==> config.mk <==
export PLATFORM = sky130hd
export DESIGN_NAME = char_t
export DESIGN_NICKNAME = d
export VERILOG_FILES = /design/src/rtl/char_t.sv
export SDC_FILE = /design/constraint.sdc
export NUM_CORES = 1
export LEC_CHECK = 0
export ABC_CLOCK_PERIOD_IN_PS = 5500
export CAP_MARGIN = 30
export CORE_MARGIN = 1
export CORE_UTILIZATION = 60
export CTS_BUF_LIST = sky130_fd_sc_hd__clkbuf_4
export CTS_CLUSTER_DIAMETER = 120
export DETAILED_ROUTE_END_ITERATION = 10
export PLACE_DENSITY = 0.82
export SKIP_CTS_REPAIR_TIMING = 1
export SLEW_MARGIN = 40
export SYNTH_ARGS = -nofsm -noshare
export SYNTH_HDL_FRONTEND = slang
export SYNTH_SLANG_ARGS = --single-unit
==> constraint.sdc <==
create_clock -name i_clk -period 5.5 [get_ports i_clk]
set_clock_uncertainty 0.2 [all_clocks]
set_input_delay 0.825 -clock i_clk [delete_from_list [all_inputs] [get_ports i_clk]]
set_output_delay 0.825 -clock i_clk [all_outputs]
set_load 0.005 [all_outputs]
==> src/rtl/char_t.sv <==
// UART transmitter: 8N1 framing with a small input FIFO and per-frame baud latching.
// Line, done and busy outputs are registered one cycle behind the FSM state.
module char_t #(
  parameter int DEPTH = 4
) (
  input  logic        i_clk,
  input  logic        i_rst,
  input  logic [15:0] i_baud,
  input  logic [7:0]  i_data,
  input  logic        i_valid,
  output logic        o_ready,
  output logic        o_tx,
  output logic        o_busy,
  output logic        o_done
);
  localparam int AW = (DEPTH > 1) ? $clog2(DEPTH) : 1;

  typedef enum logic [1:0] {IDLE, START, DATA, STOP} state_t;

  state_t        state, state_nx;
  logic [7:0]    mem [DEPTH];
  logic [AW-1:0] rd_ptr, wr_ptr;
  logic [AW:0]   count;
  logic [12:0]   cnt, cnt_nx, period, period_nx, baud_p;
  logic [2:0]    bit_idx, bit_idx_nx;
  logic [7:0]    shift, shift_nx;
  logic          full, push, pop, last, tx_nx, done_nx, busy_nx;
  logic          unused_baud;

  assign unused_baud = ^i_baud[15:3];

  always_comb begin
    case (i_baud[2:0])
      3'd0:    baud_p = 13'd100;
      3'd1:    baud_p = 13'd200;
      3'd2:    baud_p = 13'd400;
      3'd3:    baud_p = 13'd600;
      3'd4:    baud_p = 13'd1200;
      3'd5:    baud_p = 13'd2400;
      default: baud_p = 13'd4800;
    endcase
  end

  // Full comes from the registered count, so a same-cycle pop never frees a slot.
  assign full    = (count == (AW+1)'(DEPTH));
  assign o_ready = !full && !i_rst;
  assign push    = i_valid && o_ready;
  assign last    = (cnt == period - 13'd1);

  always_comb begin
    state_nx   = state;
    cnt_nx     = cnt;
    bit_idx_nx = bit_idx;
    shift_nx   = shift;
    period_nx  = period;
    pop        = 1'b0;
    done_nx    = 1'b0;
    case (state)
      IDLE: begin
        if (count != '0) begin
          pop       = 1'b1;
          shift_nx  = mem[rd_ptr];
          period_nx = baud_p;
          cnt_nx    = '0;
          state_nx  = START;
        end
      end
      START: begin
        if (last) begin
          cnt_nx     = '0;
          bit_idx_nx = '0;
          state_nx   = DATA;
        end else cnt_nx = cnt + 13'd1;
      end
      DATA: begin
        if (last) begin
          cnt_nx   = '0;
          shift_nx = shift >> 1;
          if (bit_idx == 3'd7) state_nx = STOP;
          else bit_idx_nx = bit_idx + 3'd1;
        end else cnt_nx = cnt + 13'd1;
      end
      STOP: begin
        if (last) begin
          done_nx = 1'b1;
          cnt_nx  = '0;
          // Chain straight into the next start bit when more data is queued.
          if (count != '0) begin
            pop       = 1'b1;
            shift_nx  = mem[rd_ptr];
            period_nx = baud_p;
            state_nx  = START;
          end else state_nx = IDLE;
        end else cnt_nx = cnt + 13'd1;
      end
      default: state_nx = IDLE;
    endcase
  end

  assign tx_nx   = (state == START) ? 1'b0 : (state == DATA) ? shift[0] : 1'b1;
  assign busy_nx = (state != IDLE) || (count != '0);

  always_ff @(posedge i_clk) begin
    if (push) mem[wr_ptr] <= i_data;
  end

  always_ff @(posedge i_clk) begin
    if (i_rst) begin
      state   <= IDLE;
      rd_ptr  <= '0;
      wr_ptr  <= '0;
      count   <= '0;
      cnt     <= '0;
      period  <= '0;
      bit_idx <= '0;
      shift   <= '0;
      o_tx    <= 1'b1;
      o_busy  <= 1'b0;
      o_done  <= 1'b0;
    end else begin
      state   <= state_nx;
      cnt     <= cnt_nx;
      period  <= period_nx;
      bit_idx <= bit_idx_nx;
      shift   <= shift_nx;
      o_tx    <= tx_nx;
      o_busy  <= busy_nx;
      o_done  <= done_nx;
      if (push) wr_ptr <= wr_ptr + 1'b1;
      if (pop)  rd_ptr <= rd_ptr + 1'b1;
      case ({push, pop})
        2'b10:   count <= count + 1'b1;
        2'b01:   count <= count - 1'b1;
        default: count <= count;
      endcase
    end
  end
endmodule
Word-level counts from Yosys, hierarchy flattened
Memory sizes are Yosys's and may differ from the RTL's. A register that Yosys moved wholly into a read port is not among the register bits.
Index checks and enable logic that the tools add are counted.
W data, S select, Z words.
{"block": "word_totals", "out_inout_bits": 4, "elab_cells": 91, "inputBits": 27, "mem_count": 1, "ff_bits": 49, "ramBits": 32}
{"block": "classes", "n_addsub": 7, "mux": 33, "bitwise_logic": 1, "eq_ne": 19, "reduce_logical": 19}
{"memory": "mem", "depth": 4, "width": 8, "read_ports": 1, "rd_ports_with_merged_regs": 1, "write_ports": 1, "line": "21", "source": "logic [7:0] mem [DEPTH];"}
{"op": "$pmux W13 S6", "count": 1}
{"op": "$mux W13", "count": 4}
{"op": "$pmux W13 S2", "count": 2}
{"op": "$mux W8", "count": 3}
{"op": "$pmux W8 S3", "count": 1}
{"op": "$mux W2", "count": 7}
{"op": "$add A13 B1 Y13 const B", "count": 1}
{"op": "$eq A13 B13 Y1", "count": 1}
{"op": "$sub A13 B1 Y13 const B", "count": 1}
{"op": "$eq A3 B3 Y1 const B", "count": 4}
{"op": "$ne A2 B2 Y1 const B", "count": 6}
{"op": "$pmux W3 S2", "count": 2}
{"op": "$mux W3", "count": 3}
{"op": "$mux W1", "count": 8}
{"op": "$pmux W2 S4", "count": 1}
{"op": "$reduce_bool A2 Y1", "count": 4}
{"op": "$add A3 B1 Y3 const B", "count": 2}
{"op": "$eq A2 B2 Y1 const B", "count": 3}
{"op": "$eq A3 B2 Y1 const B", "count": 2}
{"op": "$reduce_bool A3 Y1", "count": 2}
{"op": "$reduce_and A5 Y1", "count": 1}
{"op": "$add A2 B1 Y2 const B", "count": 2}
{"op": "$eq A2 B1 Y1 const B", "count": 2}
{"op": "$reduce_and A4 Y1", "count": 1}
{"op": "other kinds (13)", "count": 15}

Logic depth before layout (Yosys ltp)
{"block": "logic_depth", "word_depth": 6, "ltp_mapped": 16, "ltp_nobuf": 14}

Least setup slack after synthesis
OpenSTA, ideal clock, no wires.
{"block": "synth_path", "path_kind": "register to register", "startpoint": "register period[2]", "endpoint": "register count[2]", "arrival_time_ns": 3.376, "path_stages_with_launch": 17, "required_ns": 5.230, "setup_time_ns": 0.070, "setup_slack_ns": 1.853, "cell_sequence": "dfxtp_1 -> inv_1 -> ha_1 -> clkbuf_1 -> o21ai_0 -> or4_1 -> a31o_1 -> a32oi_2 -> buf_6 -> a31oi_1 -> nor2_1 -> ha_1 -> inv_1 -> fa_1 -> xor2_1 -> or3_1 -> a21oi_1"}
{"block": "synth_between", "elab_chain_cells": 6, "word_cells_on_any_way": 8, "cone_classes": "add/sub: 1; eq/ne: 3; mux: 3; reduce/logical: 1"}
{"item": "start, declared", "line": "24", "source": "logic [12:0] cnt, cnt_nx, period, period_nx, baud_p;"}
{"item": "start signal, assigned", "line": "123", "source": "period <= period_nx;"}
{"item": "$sub A13 B1 Y13 (*)", "line": "48", "source": "assign last = (cnt == period - 13'd1);"}
{"item": "$eq A13 B13 Y1 (*)", "line": "48"}
{"item": "$mux W1 (*)", "line": "84", "source": "if (last) begin"}
{"item": "$pmux W1 S2 (*)", "line": "58", "source": "case (state)"}
{"item": "named net pop", "line": "27", "source": "logic full, push, pop, last, tx_nx, done_nx, busy_nx;"}
{"item": "$eq A2 B1 Y1 or $eq A2 B2 Y1 (tied branches)", "line": "131", "source": "case ({push, pop})"}
{"item": "$pmux W3 S2 or $reduce_bool A2 Y1 (tied branches)"}
{"item": "end signal, assigned", "line": "132", "source": "2'b10: count <= count + 1'b1;"}
{"item": "end signal, assigned", "line": "133", "source": "2'b01: count <= count - 1'b1;"}
{"item": "end signal, assigned", "line": "134", "source": "default: count <= count;"}
{"item": "end, declared", "line": "23", "source": "logic [AW:0] count;"}
The timed path passes the listed nets; every way through them passes the cells marked *.
A chain may end at the register's enable or synchronous reset.

Final worst setup path
Ends and elaborated chain as after synthesis.

==> flow_summary.json <==
{
  "dpl.hpwl_mm": 5.31,
  "cts_made_buffers": 9,
  "wirelength_mm": 7.52,
  "antenna_found_initial": 0,
  "clock_sinks": 81,
  "syn_nets": 426,
  "clk_latency_ns": 0.45,
  "start_util": 0.630,
  "cts_root_buffer": "clkbuf_4",
  "synth-simple-area-share": 0.144,
  "clk_pin_slew_ns": 0.14,
  "ff2ff_path_depth": 14,
  "syn-cell-area_um2": 4070,
  "synth-seq-cells": 81,
  "stdcell_area_um2": 4390,
  "setup.worst_path.end_class": "flip-flop",
  "clk_path_buf_depth": 2,
  "timing.fmax_ghz": 0.240,
  "grt_overflow": 0,
  "synth_compound_area_frac": 0.157,
  "synth_xor_area_frac": 0.0519,
  "nFillCells": 512,
  "status": "completed",
  "vias_per_cell": 6.20,
  "syn_to_final_growth_pct": 7.84,
  "nNetsFinal": 435,
  "drc": 0,
  "drtPass1Iterations": 5,
  "num_vias": 2943,
  "critPathArrivalTime_ns": 4.35,
  "routabilityCongestion": 0.874,
  "rsz0062_at_grt": "false",
  "die_y_um": 84.4,
  "synth_edf_count": 32,
  "busiest_layer": "met2",
  "slew_viol_final": 0,
  "hp-class": "reg -> reg",
  "synth_top_family_by_area": "compound AO/OA/AOI/OAI gates",
  "grt_util_all_layers": 0.232,
  "tightestPinTransition_ns": 0.640,
  "netlist_instances": 384,
  "slew-limit-headroom": 0.573,
  "die-area_um2": 7120,
  "drtIter0Drc": 270,
  "synth_mux_area_frac": 0.0787,
  "die_w_um": 84.4,
  "core-area_um2": 6460,
  "grt_max_degree": 41,
  "grt_pass1_wl_mm": 13.0,
  "power_density_nw_per_um2": 423,
  "finalCritPeriodShare": 0.759,
  "ys.flop_type": "dfxtp_1",
  "holdPathStages": 2,
  "period_minus_slack_ns": 4.17,
  "grt_pass1_vias": 2675,
  "timing.reg2reg.setup_slack_ns": 1.33,
  "setup_viol": 0,
  "required_ns": 5.68,
  "synthArstFlopShare": 0,
  "synthAdderAreaFrac": 0.0479,
  "timing.rr.start": "period[2]",
  "drtAntennaViolNets": 0,
  "avgSynthCellArea_um2": 10.6,
  "ys_seq_area_frac": 0.477,
  "placed_cell_area_um2": 4250,
  "final_util": 0.680,
  "peakVddDrop_v": 0.000247,
  "ios": 31,
  "hold_viol_final": 0,
  "wl_per_cell_um": 15.8,
  "drv_cap": 0,
  "yosys_warnings": 0,
  "gr-usage-met1": 0.332,
  "grtUsageMet3": 0.0570,
  "fin_tns_setup_ns": 0,
  "hold_start": "bit_idx[1]",
  "antenna_cells": 0,
  "hold_path_end": "bit_idx[1]",
  "crit_path_start_kind": "flip-flop",
  "path_max_fanout": 11,
  "r2r-end": "count[2]",
  "io_buffers": 17,
  "p_leak_nw": 1.63,
  "synth.distinct_cells": 54,
  "final_layout_size_suffix_gt1_frac": 0.0905,
  "grt_use_met2": 0.352,
  "num_rows": 29,
  "cts_htree_levels": 3,
  "worstSetupPathType": "reg -> reg",
  "cts_tree": "done"
}
[worst max path at each step]
stage,cells after the start,startpoint,endpoint,slack (ns)
3_3_place_gp,14,period[2],count[2],1.38
6_report,14,period[2],count[2],1.33
2_1_floorplan,16,period[2],count[2],1.85
4_1_cts,14,period[2],count[2],1.33
5_1_grt,14,period[2],count[2],1.02
3_5_place_dp,14,period[2],count[2],1.38
[registers in the layout, indices dropped and copies added, names as in the netlist, named ones only]
| register | flops |
|---|---|
| mem | 32 |
| bit_idx | 3 |
| o_tx | 1 |
| rd_ptr | 2 |
| o_busy | 1 |
| state | 2 |
| count | 3 |
| shift | 8 |
| wr_ptr | 2 |
| period | 11 |
| cnt | 13 |
| o_done | 1 |
[where the power goes]
part	total [mW]	switching, mW	internal, mW
sequential	0.785	0.0780	0.707
combinational	0.719	0.420	0.300
clock	0.353	0.242	0.111
[synthesized netlist by cell type (5+ instances only)]
library cell | number | share of area
dfxtp_1 | 49 | 0.24
a21oi_1 | 37 | 0.045
edfxtp_1 | 32 | 0.24
nor2_1 | 23 | 0.021
inv_1 | 18 | 0.017
o21ai_0 | 18 | 0.022
nand2_1 | 16 | 0.015
and3_1 | 14 | 0.022
ha_1 | 14 | 0.043
mux2i_1 | 14 | 0.034
clkbuf_1 | 11 | 0.010
nand3_1 | 10 | 0.012
xnor2_1 | 10 | 0.022
xor2_1 | 9 | 0.019
a311oi_1 | 8 | 0.017
mux4_2 | 8 | 0.044
nand4_1 | 8 | 0.012
nor3_1 | 8 | 0.0098
a22o_1 | 5 | 0.011
a31oi_1 | 5 | 0.0077
[placed cells by master, fill, tap and decap left out, types with 4 or more instances in the layout]
cell type / count
a211oi_1: 4
a21oi_1: 36
a22o_1: 5
a311oi_1: 8
a31oi_1: 5
and2_1: 4
and3_1: 14
clkbuf_4: 9
clkdlybuf4s50_1: 17
dfxtp_1: 49
edfxtp_1: 32
ha_1: 14
inv_1: 18
mux2i_1: 14
mux4_2: 8
nand2_1: 16
nand3_1: 10
nand4_1: 8
nor2_1: 23
nor2b_1: 4
nor3_1: 8
o21ai_0: 18
o31ai_1: 4
or3_1: 4
or4_1: 4
xnor2_1: 10
xor2_1: 9
[layer usage]
layer	vias up	part of all wire
met1	1419	0.47
met4	0	0.012
met2	59	0.48
li1	1455	-
met5	-	0
met3	10	0.043
[final cells by class]
class / instances / area, um^2 / share of cell area
clock buffers: 9 / 67.6 / 0.0154
inverters: 18 / 67.6 / 0.0154
well taps: 77 / 96.3 / 0.0219
repair buffers: 19 / 185 / 0.0422
flip-flops and latches: 81 / 1940 / 0.442
clock inverters: 7 / 76.3 / 0.0174
multi-input cells: 264 / 1960 / 0.445
[logic make-up after synthesis]
family / Yosys count
adder cells (fa/ha/maj): 15
AND/OR/NAND/NOR: 109
buffers and inverters: 39
flip-flops: 81
AO/OA/AOI/OAI: 97
XOR/XNOR: 21
multiplexers: 22
[worst max-delay path, stage by stage (launching register included)]
cell and delay (ns):
dfxtp_1 0.40, inv_1 0.08, ha_1 0.35, o21ai_0 0.18, or4_1 0.50, a31o_1 0.26, a32oi_2 0.49, a31oi_1 0.27
nor2_1 0.17, ha_1 0.20, inv_1 0.06, fa_1 0.37, xor2_1 0.15, or3_1 0.30, a21oi_1 0.14
[stage by stage]
step / hold slack, ns / instances / power, mW / worst slack (ns)
global placement: 0.242 / 459 / 1.48 / 1.38
global route: 0.304 / 475 / 2.00 / 1.02
CTS: 0.274 / 475 / 1.86 / 1.33
detailed placement: 0.255 / 459 / 1.51 / 1.38
finish: 0.268 / 475 / 1.86 / 1.33
floorplan: 0.236 / 384 / 1.38 / 1.85
Note: power is estimated with default switching activity, not from simulation.
